[src/rtl/fetch_stage_pkg.sv]
// Shared types and constants for the instruction-fetch stage and its IF/ID hold buffer.
// COUNT_WIDTH matches the width of the Pc stage statistics counters.
package fetch_stage_pkg;

    localparam int INSTR_WIDTH = 32;
    localparam logic [INSTR_WIDTH-1:0] NOP_INSTR = 32'h0000_0000;
    localparam int COUNT_WIDTH = 25;

    typedef enum logic {
        FETCH_RUN  = 1'b0,
        FETCH_HOLD = 1'b1
    } fetchState_t;

endpackage

[src/rtl/fetch_stage_hold_buffer.sv]
// IF/ID hold registers and the output mux selecting the live ROM word or the held slot.
// The held slot is captured when decode stalls and can be killed by a redirect.
module fetch_hold_buffer
    import fetch_stage_pkg::*;
(
    input  logic                   clock,
    input  logic                   reset,
    input  fetchState_t            state,
    input  logic                   capture,
    input  logic                   kill,
    input  logic                   captureValid,
    input  logic [INSTR_WIDTH-1:0] romData,
    input  logic [31:0]            pcF,
    input  logic                   validF,
    output logic [INSTR_WIDTH-1:0] instruction,
    output logic [31:0]            pcOut,
    output logic                   valid,
    output logic                   holdValid
);

    logic [INSTR_WIDTH-1:0] holdInstr;
    logic [31:0]            holdPc;

    always_ff @(posedge clock) begin
        if (reset) begin
            holdInstr <= NOP_INSTR;
            holdPc    <= 32'd0;
            holdValid <= 1'b0;
        end else if (capture) begin
            holdInstr <= romData;
            holdPc    <= pcF;
            holdValid <= captureValid;
        end else if (kill) begin
            holdValid <= 1'b0;
        end
    end

    always_comb begin
        instruction = romData;
        pcOut       = pcF;
        valid       = validF;
        if (state == FETCH_HOLD) begin
            instruction = holdInstr;
            pcOut       = holdPc;
            valid       = holdValid;
        end
    end

endmodule

[src/rtl/fetch_stage.sv]
// Instruction fetch and IF/ID boundary: drives the sync ROM address, pairs the returned word
// with its PC, holds under decode stall, kills wrong-path slots and keeps fetch/flush statistics.
module fetch_stage #(
    parameter int ADDR_WIDTH  = 10,
    parameter int COUNT_WIDTH = fetch_stage_pkg::COUNT_WIDTH
) (
    input  logic                   clock,
    input  logic                   reset,
    input  logic                   enable,
    input  logic [31:0]            pc,
    input  logic                   jumped,
    input  logic                   stall,
    output logic [ADDR_WIDTH-1:0]  romAddr,
    input  logic [31:0]            romData,
    output logic [31:0]            instruction,
    output logic [31:0]            pcOut,
    output logic [31:0]            nextPc,
    output logic                   valid,
    output logic                   misaligned,
    output logic [COUNT_WIDTH-1:0] fetchedCount,
    output logic [COUNT_WIDTH-1:0] flushedCount
);

    import fetch_stage_pkg::*;

    fetchState_t state;
    fetchState_t nextState;
    logic [31:0] pcF;
    logic        validF;
    logic        loadFetch;
    logic        clearValidF;
    logic        capture;
    logic        kill;
    logic        flushInc;
    logic        captureValid;
    logic        holdValid;
    logic        consume;
    logic        misSet;

    assign romAddr      = pc[ADDR_WIDTH+1:2];
    assign nextPc       = pcOut + 32'd4;
    assign captureValid = validF & ~jumped;
    assign consume      = enable & ~stall & valid;
    assign misSet       = enable & (state == FETCH_RUN) & (pc[1:0] != 2'b00);

    // A redirect while held also kills the frozen fetch slot, so it cannot reappear on release.
    always_comb begin
        nextState   = state;
        loadFetch   = 1'b0;
        clearValidF = 1'b0;
        capture     = 1'b0;
        kill        = 1'b0;
        flushInc    = 1'b0;
        if (enable) begin
            case (state)
                FETCH_RUN: begin
                    flushInc = jumped;
                    if (stall) begin
                        capture   = 1'b1;
                        nextState = FETCH_HOLD;
                    end else begin
                        loadFetch = 1'b1;
                    end
                end
                FETCH_HOLD: begin
                    if (jumped) begin
                        kill        = 1'b1;
                        clearValidF = 1'b1;
                        flushInc    = holdValid;
                    end
                    if (!stall) begin
                        nextState = FETCH_RUN;
                    end
                end
                default: nextState = FETCH_RUN;
            endcase
        end
    end

    always_ff @(posedge clock) begin
        if (reset) begin
            state        <= FETCH_RUN;
            pcF          <= 32'd0;
            validF       <= 1'b0;
            misaligned   <= 1'b0;
            fetchedCount <= '0;
            flushedCount <= '0;
        end else if (enable) begin
            state <= nextState;
            if (loadFetch) begin
                pcF    <= pc;
                validF <= ~jumped;
            end else if (clearValidF) begin
                validF <= 1'b0;
            end
            if (consume) begin
                fetchedCount <= fetchedCount + 1'b1;
            end
            if (flushInc) begin
                flushedCount <= flushedCount + 1'b1;
            end
            if (misSet) begin
                misaligned <= 1'b1;
            end
        end
    end

    fetch_hold_buffer u_holdBuffer (
        .clock        (clock),
        .reset        (reset),
        .state        (state),
        .capture      (capture),
        .kill         (kill),
        .captureValid (captureValid),
        .romData      (romData),
        .pcF          (pcF),
        .validF       (validF),
        .instruction  (instruction),
        .pcOut        (pcOut),
        .valid        (valid),
        .holdValid    (holdValid)
    );

endmodule

[config.mk]
export PLATFORM = sky130hd
export DESIGN_NAME = fetch_stage
export DESIGN_NICKNAME = d
export VERILOG_FILES = /design/src/rtl/fetch_stage_pkg.sv /design/src/rtl/fetch_stage_hold_buffer.sv /design/src/rtl/fetch_stage.sv
export SDC_FILE = /design/constraint.sdc
export NUM_CORES = 1
export LEC_CHECK = 0
export ABC_AREA = 0
export BUFFER_PORTS_ARGS = -buffer_cell sky130_fd_sc_hd__buf_4
export CAP_MARGIN = 30
export CORE_UTILIZATION = 46
export DETAILED_ROUTE_END_ITERATION = 6
export PLACE_DENSITY = 0.71
export SYNTH_ARGS = -nofsm -noshare
export SYNTH_HDL_FRONTEND = slang
export SYNTH_HIERARCHICAL = 1
export SYNTH_SLANG_ARGS = --single-unit
[constraint.sdc]
create_clock -name clock -period 4.15 [get_ports clock]
set_input_delay 0.415 -clock clock [delete_from_list [all_inputs] [get_ports clock]]
set_output_delay 0.415 -clock clock [all_outputs]
set_load 0.005 [all_outputs]
; Word-level counts from Yosys, hierarchy flattened
; Index checks and enable logic that the tools add are counted.
[totals]
reg_bits = 150
input_bits = 69
word_cells = 46
[op_classes]
addsub = 3
muxes = 18
bitwise = 8
n_reduce_logical = 8
[op_table]
columns = operator, n
row1 = $mux W32, 2
row2 = $add A25 B1 Y25 const B, 2
row3 = $add A32 B3 Y32 const B, 1
row4 = $mux W1, 15
row5 = $reduce_and A2 Y1, 5
row6 = $reduce_bool A2 Y1, 3
row7 = $and A1 B1 Y1, 5
row8 = $not A1 Y1, 3
row9 = $pmux W1 S2, 1

; Longest topological paths before layout
; Gate-level depths: netlist of the first run.
[logic_depth]
depth_word = 5
depth_mapped = 8
depth_no_buf = 6

; Cells and area by module
; Netlist of the first run, hierarchy kept.
[modules_own_cells]
columns = module, instances, cells_each, area_each_um2, seq_area_each_um2
row1 = fetch_stage, 1, 540, 4310.4, 1701.6
row2 = fetch_hold_buffer, 1, 282, 3119.2, 1301.2

; Worst setup path before layout of the first run
; Ideal clock, no wire load.
[synth_timing]
kind = flip-flop to output port
from = register state
to = output port nextPc[27]
arrival_time_ns = 2.033
required_ns = 3.735
slack_ns = 1.702
path_stages_with_launch = 9
n_path_buf = 3
path_cell_list = dfxtp_1 -> buf_4 -> buf_6 -> mux2_1 -> and4_1 -> and4_1 -> clkbuf_1 -> nand4_1 -> xnor2_1
[synth_via]
elab_chain_len = 2
[synth_rtl]
columns = element, line_no
row1 = start: declaration, fetch_stage.sv:26  ; fetchState_t state;
row2 = start signal: assignment, fetch_stage.sv:89  ; state <= nextState;
row3 = $mux W32, fetch_stage_hold_buffer.sv:42  ; if (state == FETCH_HOLD) begin
row4 = named net pcOut[14], fetch_stage.sv:16  ; output logic [31:0] pcOut,
row5 = $add A32 B3 Y32, fetch_stage.sv:41  ; assign nextPc = pcOut + 32'd4;
row6 = end: declaration, fetch_stage.sv:17  ; output logic [31:0] nextPc,
; The timed path passes the listed nets, and every way through them passes these cells.

; Final worst setup path of the first run
[layout_timing]
from = register state
to = output port nextPc[20]
[layout_via]
elab_chain_len = 2
[layout_rtl]
columns = element, line_no
row1 = $mux W32, fetch_stage_hold_buffer.sv:42
row2 = $add A32 B3 Y32, fetch_stage.sv:41
; Every way passes these cells.

==> results_dict.tcl, run 1 <==
set metrics [dict create \
    tns_ns 0 \
    worstPathArrival_ns 3.16 \
    end_kind "output port" \
    min_path_type "input pin to register" \
    first_pass_iters 4 \
    place_hpwl_um 12800 \
    synth_top_family_by_area "simple AND/OR/NAND/NOR gates" \
    p_total_mw 3.53 \
    io_pins 227 \
    fp.coreArea_um2 15800 \
    crit_slowest_cell "dfxtp_4" \
    dpl-instance-area_um2 9060 \
    synth_edf_count 0 \
    finalSetupViolCount 0 \
    die_y_um 129 \
    cts_sinks 150 \
    crit_chain "mux2_2 > ha_1 > nand3_1 > nor3_1 > nand4_1 > xnor2_1 > buf_4" \
    min_from "pc[15]" \
    muxShareOfSynthArea_pct 18.9 \
    grt_pass1_wl_um 29100 \
    cts_hold_buf 0 \
    fin_nets 1086 \
    wl_per_cell_um 14.9 \
    cp.buffers_inverters 1 \
    io_buffer_count 226 \
    power_density_nw_per_um2 364 \
    yosysTopAreaCell "dfxtp_1" \
    synth_fa_ha_area_share_pct 0.505 \
    cpPeakStageDelay_ns 1.00 \
    yosysTopAreaCellShare_pct 40.4 \
    wl_um 18500 \
    critical_path.max_fanout 73 \
    internal_power_mw 2.73 \
    fin_crit_ns 3.58 \
    slew_headroom_pct 33.9 \
    die_w_um 129 \
    syn_area_per_cell_um2 9.04 \
    start_util_pct 46.9 \
    ys_seq_area_share_pct 40.4 \
    grt_util_met3_pct 5.57 \
    critPathLaunchType "register" \
    whs_endpoint "pcF[15]" \
    pre_cts_ws_ns 0.976 \
    ant_nets 0 \
    yosys_warnings 6 \
    synth_compound_area_share_pct 7.54 \
    gp_congestion 0.781 \
    drcViolationCount 0 \
    period_share_pct 86.3 \
    vdd_drop_max_mv 0.337 \
    grtUsageTotal_pct 22.1 \
    worst-setup-path-type "register to output port" \
    clk_latency_ns 0.41 \
    via_per_inst 5.30 \
    required_ns 3.73 \
    clk_root_buffer_cell "clkbuf_16" \
    status "completed" \
    combPwrFrac_pct 10.2 \
    async_reset_ff_share_pct 0 \
    ctsResizeCount 0 \
    synth.most_common_cell "dfxtp_1" \
    h-tree-depth 4 \
    clk_pin_slew_ns 0.06 \
    grt.overflow.total 0 \
    rsz0062_at_grt "false" \
    clock_skew_ns 0.00522 \
    syn_area_um2 7430 \
    hold_viol 0 \
    numCtsBuffers 17 \
    via_count 6577 \
    worstHoldPathCells 3 \
    grt_max_degree 92 \
    p_sw_uw 797 \
    synthSimpleGateAreaFrac_pct 22.1 \
    use_met2_pct 36.3 \
    cp.depth 7 \
    clockPowerShare_pct 46.9 \
    crit_family "flip-flops" \
    max_cap_violations 0 \
    seq_power_share_pct 42.9 \
    grt_pass1_vias 5750 \
    syn-num-nets 894 \
    p_sw_share_pct 22.6 \
    dieArea_um2 16700 \
    antenna_cells 0 \
    syn_to_final_growth_pct 30.4 \
    regToRegStartpoint "state" \
    synth-main-ff-cell "dfxtp_1" \
    drtIter0Drc 219 \
    slew_violations 0 \
    cts_tree "built" \
    post_synth_num_cell_types 48 \
    r2r_cells 5 \
    drive_gt1_share_pct 27.3 \
    rr_endpoint "fetchedCount[22]" \
    final_area_um2 9690 \
    worst_slack_ns 0.571 \
    worst_pin_slew_ns 0.991 \
    fillers 1409 \
    clk_path_buf_depth 2 \
    timing.fmax_mhz 279 \
    grt_busiest_layer "met2" \
    grtUsageMet1_pct 28.3 \
    leakagePower_nw 3.91 \
    stdcell_count 1242 \
    post-place-cells 1211 \
    reg2reg_slack_ns 1.29 \
    yosys_register_bits 150 \
    ys_top_cells_by_count "dfxtp_1 (150), nand2_1 (95), nor2_1 (92)" \
    synth_xor_area_share_pct 4.95 \
    synthCells 822 \
    row_count 46 \
    synth_top_cells_by_area "dfxtp_1 (40%), mux2i_1 (8.9%), mux2_1 (8.3%)" \
    post_cts_buffers 0 \
    grt_antenna_before_repair 0 \
]
-- cells by family after synthesis --
logic type,after synthesis
AOI/OAI and AO/OA,101
DFF,150
xor gates and xnor gates,42
and+or+nand+nor,328
muxes,132
adders and majority gates,3
buffers and inverters,66
-- power by group through the flow --
stage	registers, mW	logic (mW)	clock network [mW]
6_report	1.51	0.359	1.66
5_1_grt	1.52	0.391	1.77
4_1_cts	1.51	0.362	1.70
3_5_place_dp	1.55	0.360	0
3_3_place_gp	1.54	0.359	0
2_1_floorplan	1.53	0.213	0
-- worst max-delay path by stage --
stage               startpoint    endpoint  slack [ns]
floorplan                state  nextPc[27]        1.70
global placement         state  nextPc[20]        1.03
detailed placement       state  nextPc[20]        0.98
CTS                      state  nextPc[20]        0.53
global route             state  nextPc[22]        0.24
finish                   state  nextPc[20]        0.57
-- final cells by class --
class | count | area (um^2) | share of cell area, %
sequential | 150 | 3010 | 31.0
multi-input combinational | 606 | 4020 | 41.5
tap | 216 | 270 | 2.79
clock inverter | 14 | 208 | 2.14
inverter | 9 | 33.8 | 0.349
timing repair buffer | 230 | 1730 | 17.8
clock buffer | 17 | 425 | 4.39
-- metrics by stage --
step,util [%],hold slack (ns)
final,61.2,0.241
after floorplan,-,0.445
after global placement,57.2,0.454
after detailed placement,57.2,0.460
after global routing,61.2,0.228
after CTS,61.2,0.224
-- per-layer routing --
layer  vias to the layer above  part of all wire (%)
li1                       3291                     -
met1                      3106                    46
met2                       158                    47
met3                        22                   5.3
met4                         0                   1.7
met5                         -                     0
-- state kept, by name, indices dropped and copies added (netlist names) --
name	flops
fetchedCount	25
u_holdBuffer/holdInstr	32
pcF	32
u_holdBuffer/holdValid	1
flushedCount	25
state	1
u_holdBuffer/holdPc	32
validF	1
misaligned	1
-- cells in the final DEF (no fill, tap or decap), types with 2 or more instances in the layout --
cell       count
mux2_1        55
o21ai_0       17
mux2i_1       66
and4_1        10
clkbuf_16     17
clkinv_2       5
bufinv_16      5
nor2b_1        2
nand4_1       28
clkinv_4       3
nor2_1        92
or3_1         17
and3_1         7
nand2_1       95
xnor2_1       36
nand4b_1       5
o21a_1         2
nand3_1       23
nor3_1        10
o41ai_1        4
nor3b_1        2
dfxtp_1      149
inv_1          9
nor4_1         8
ha_1           3
o31ai_1       10
or4_1         12
xor2_1         6
mux2_2        11
and2_1         4
a21oi_1       65
buf_4        230
-- worst register-to-register path, stage by stage, from the launching register on --
cell and delay [ns]:
dfxtp_4 1.00, mux2_1 0.36, nand4b_1 0.33, or3_1 0.57, o311ai_0 0.35, o41ai_1 0.12
Note: power is estimated with default switching activity, not from simulation.
==> run 2: changes to the inputs <==
--- a/config.mk
+++ b/config.mk
@@ -11,6 +11,7 @@
 export CORE_UTILIZATION = 46
 export DETAILED_ROUTE_END_ITERATION = 6
 export PLACE_DENSITY = 0.71
+export RECOVER_POWER = 50
 export SYNTH_ARGS = -nofsm -noshare
 export SYNTH_HDL_FRONTEND = slang
 export SYNTH_HIERARCHICAL = 1
==> run 2 against run 1 <==
Compared with the run above:
- routed wire length fell by 0.26%
- first-iteration DRC count rose by 12%
- sequential power barely moved
- final area fell by 0.45%
- non-clock buffer count did not move
- sequential share of layout area rose by 0.14 points
- worst hold slack improved by 0.00050 ns
- via count barely moved
- highest routed layer unchanged
==> results_dict.tcl, run 2 (synthesis gave the netlist of run 1 again) <==
set metrics [dict create \
    status "completed" \
    drive_gt1_share_pct 26.3 \
    end_kind "output port" \
    worstPathArrival_ns 3.17 \
    stdcell_count 1242 \
    final_cell_mix "buf_4 (169), dfxtp_1 (149), nand2_1 (95)" \
    critPathLaunchType "register" \
    die_y_um 129 \
    wl_per_cell_um 14.8 \
    post-place-cells 1211 \
    rsz0062_at_grt "false" \
    gp_congestion 0.781 \
    drcViolationCount 0 \
    pre_cts_ws_ns 0.976 \
    worst_slack_ns 0.569 \
    syn_to_final_growth_pct 29.8 \
    io_buffer_count 226 \
    cts_sinks 150 \
    leakagePower_nw 3.84 \
    io_pins 227 \
    timing.fmax_mhz 279 \
    worst-setup-path-type "register to output port" \
    antenna_cells 0 \
    clk_root_buffer_cell "clkbuf_16" \
    grt.overflow.total 0 \
    cts_hold_buf 0 \
    grt_antenna_before_repair 0 \
    slew_violations 0 \
    h-tree-depth 4 \
    regArea_um2 3010 \
    crit_slowest_cell "dfxtp_4" \
    ctsResizeCount 0 \
    reg_top3 "pcF: 32 flops, u_holdBuffer/holdInstr: 32 flops, u_holdBuffer/holdPc: 32 flops" \
    period_share_pct 86.3 \
    clk_path_buf_depth 2 \
    row_count 46 \
    grt_pass1_wl_um 29100 \
    via_per_inst 5.29 \
    drtIter0Drc 245 \
    tns_ns 0 \
    required_ns 3.73 \
    grtUsageTotal_pct 22.1 \
    fillers 1423 \
    cts_tree "built" \
    vdd_drop_max_mv 0.337 \
    slew_headroom_pct 2.89 \
    ant_nets 0 \
    via_count 6574 \
    die_w_um 129 \
    hold_viol 0 \
    post_cts_buffers 0 \
    finalSetupViolCount 0 \
    fp.coreArea_um2 15800 \
    first_pass_iters 4 \
    clk_latency_ns 0.41 \
    worst_pin_slew_ns 1.46 \
    grt_max_degree 92 \
    fin_nets 1086 \
    multiInputGateArea_um2 4000 \
    place_hpwl_um 12800 \
    critical_path.max_fanout 73 \
    numCtsBuffers 17 \
    min_path_type "input pin to register" \
    power_density_nw_per_um2 366 \
    dieArea_um2 16700 \
    fin_crit_ns 3.58 \
    crit_chain "mux2_2 > nand4_1 > nor3_1 > nand4b_1 > xnor2_1 > buf_4" \
    layout_commonest_cell "buf_4" \
    clock_skew_ns 0.00594 \
    max_cap_violations 0 \
    wl_um 18400 \
    start_util_pct 46.9 \
    clk_pin_slew_ns 0.06 \
    grt_pass1_vias 5750 \
    cpPeakStageDelay_ns 1.00 \
]
==> run 2: cell count changes in the layout (fill, tap and decap cells not counted) <==
cell	change
nand3b_1	+1
nand3b_4	-1
and3b_2	+1
buf_4	-61
or3b_2	-1
or3b_1	+1
clkbuf_1	+7
nor2b_2	-1
nor2b_1	+1
and3b_4	-1
clkbuf_4	+54
==> run 2: final cells by class <==
type,instances,share of cell area (%)
Inverter,9,0.350
Clock buffer,17,4.41
Tap cell,216,2.80
Multi-Input combinational cell,606,41.5
Sequential cell,150,31.2
Clock inverter,14,2.15
Timing Repair Buffer,230,17.6
==> run 2: worst paths after layout <==
check | depth (start not counted) | endpoint | startpoint | slack (ns)
max | 6 | nextPc[28] | state | 0.57
min reg2reg | 2 | pcF[27] | pcF[27] | 0.47
max reg2reg | 5 | fetchedCount[17] | state | 1.16
min | 3 | pcF[15] | pc[15] | 0.24
==> run 2: worst max-delay path: cells and delay by family (launching register included) <==
kind                   cells  cell delay [ns]
AND/OR/NAND/NOR            3             1.04
flip-flops                 1             1.00
multiplexers               1             0.39
XOR/XNOR                   1             0.18
buffers and inverters      1             0.13
==> run 2: stage by stage <==
stage / hold slack, ns / area (um^2) / util [%] / power (mW)
after floorplan: 0.445 / 7430 / - / 1.74
after CTS: 0.224 / 9690 / 61.2 / 3.57
after detailed placement: 0.460 / 9060 / 57.2 / 1.91
final: 0.241 / 9650 / 60.9 / 3.53
after global placement: 0.454 / 9060 / 57.2 / 1.90
after global routing: 0.228 / 9650 / 60.9 / 3.68
==> run 2: power by group <==
part           internal, mW  switching [mW]  total (mW)
Sequential             1.48          0.0373        1.51
Clock                  1.06           0.599        1.66
Combinational         0.194           0.162       0.356
==> run 2: per-layer routing <==
metal	part of all wire, %	up-vias	global-route usage (%)
met5	0	-	0
met4	1.7	0	7.54
met3	5.4	21	5.57
met2	47	170	36.3
met1	46	3099	28.3
li1	-	3284	-
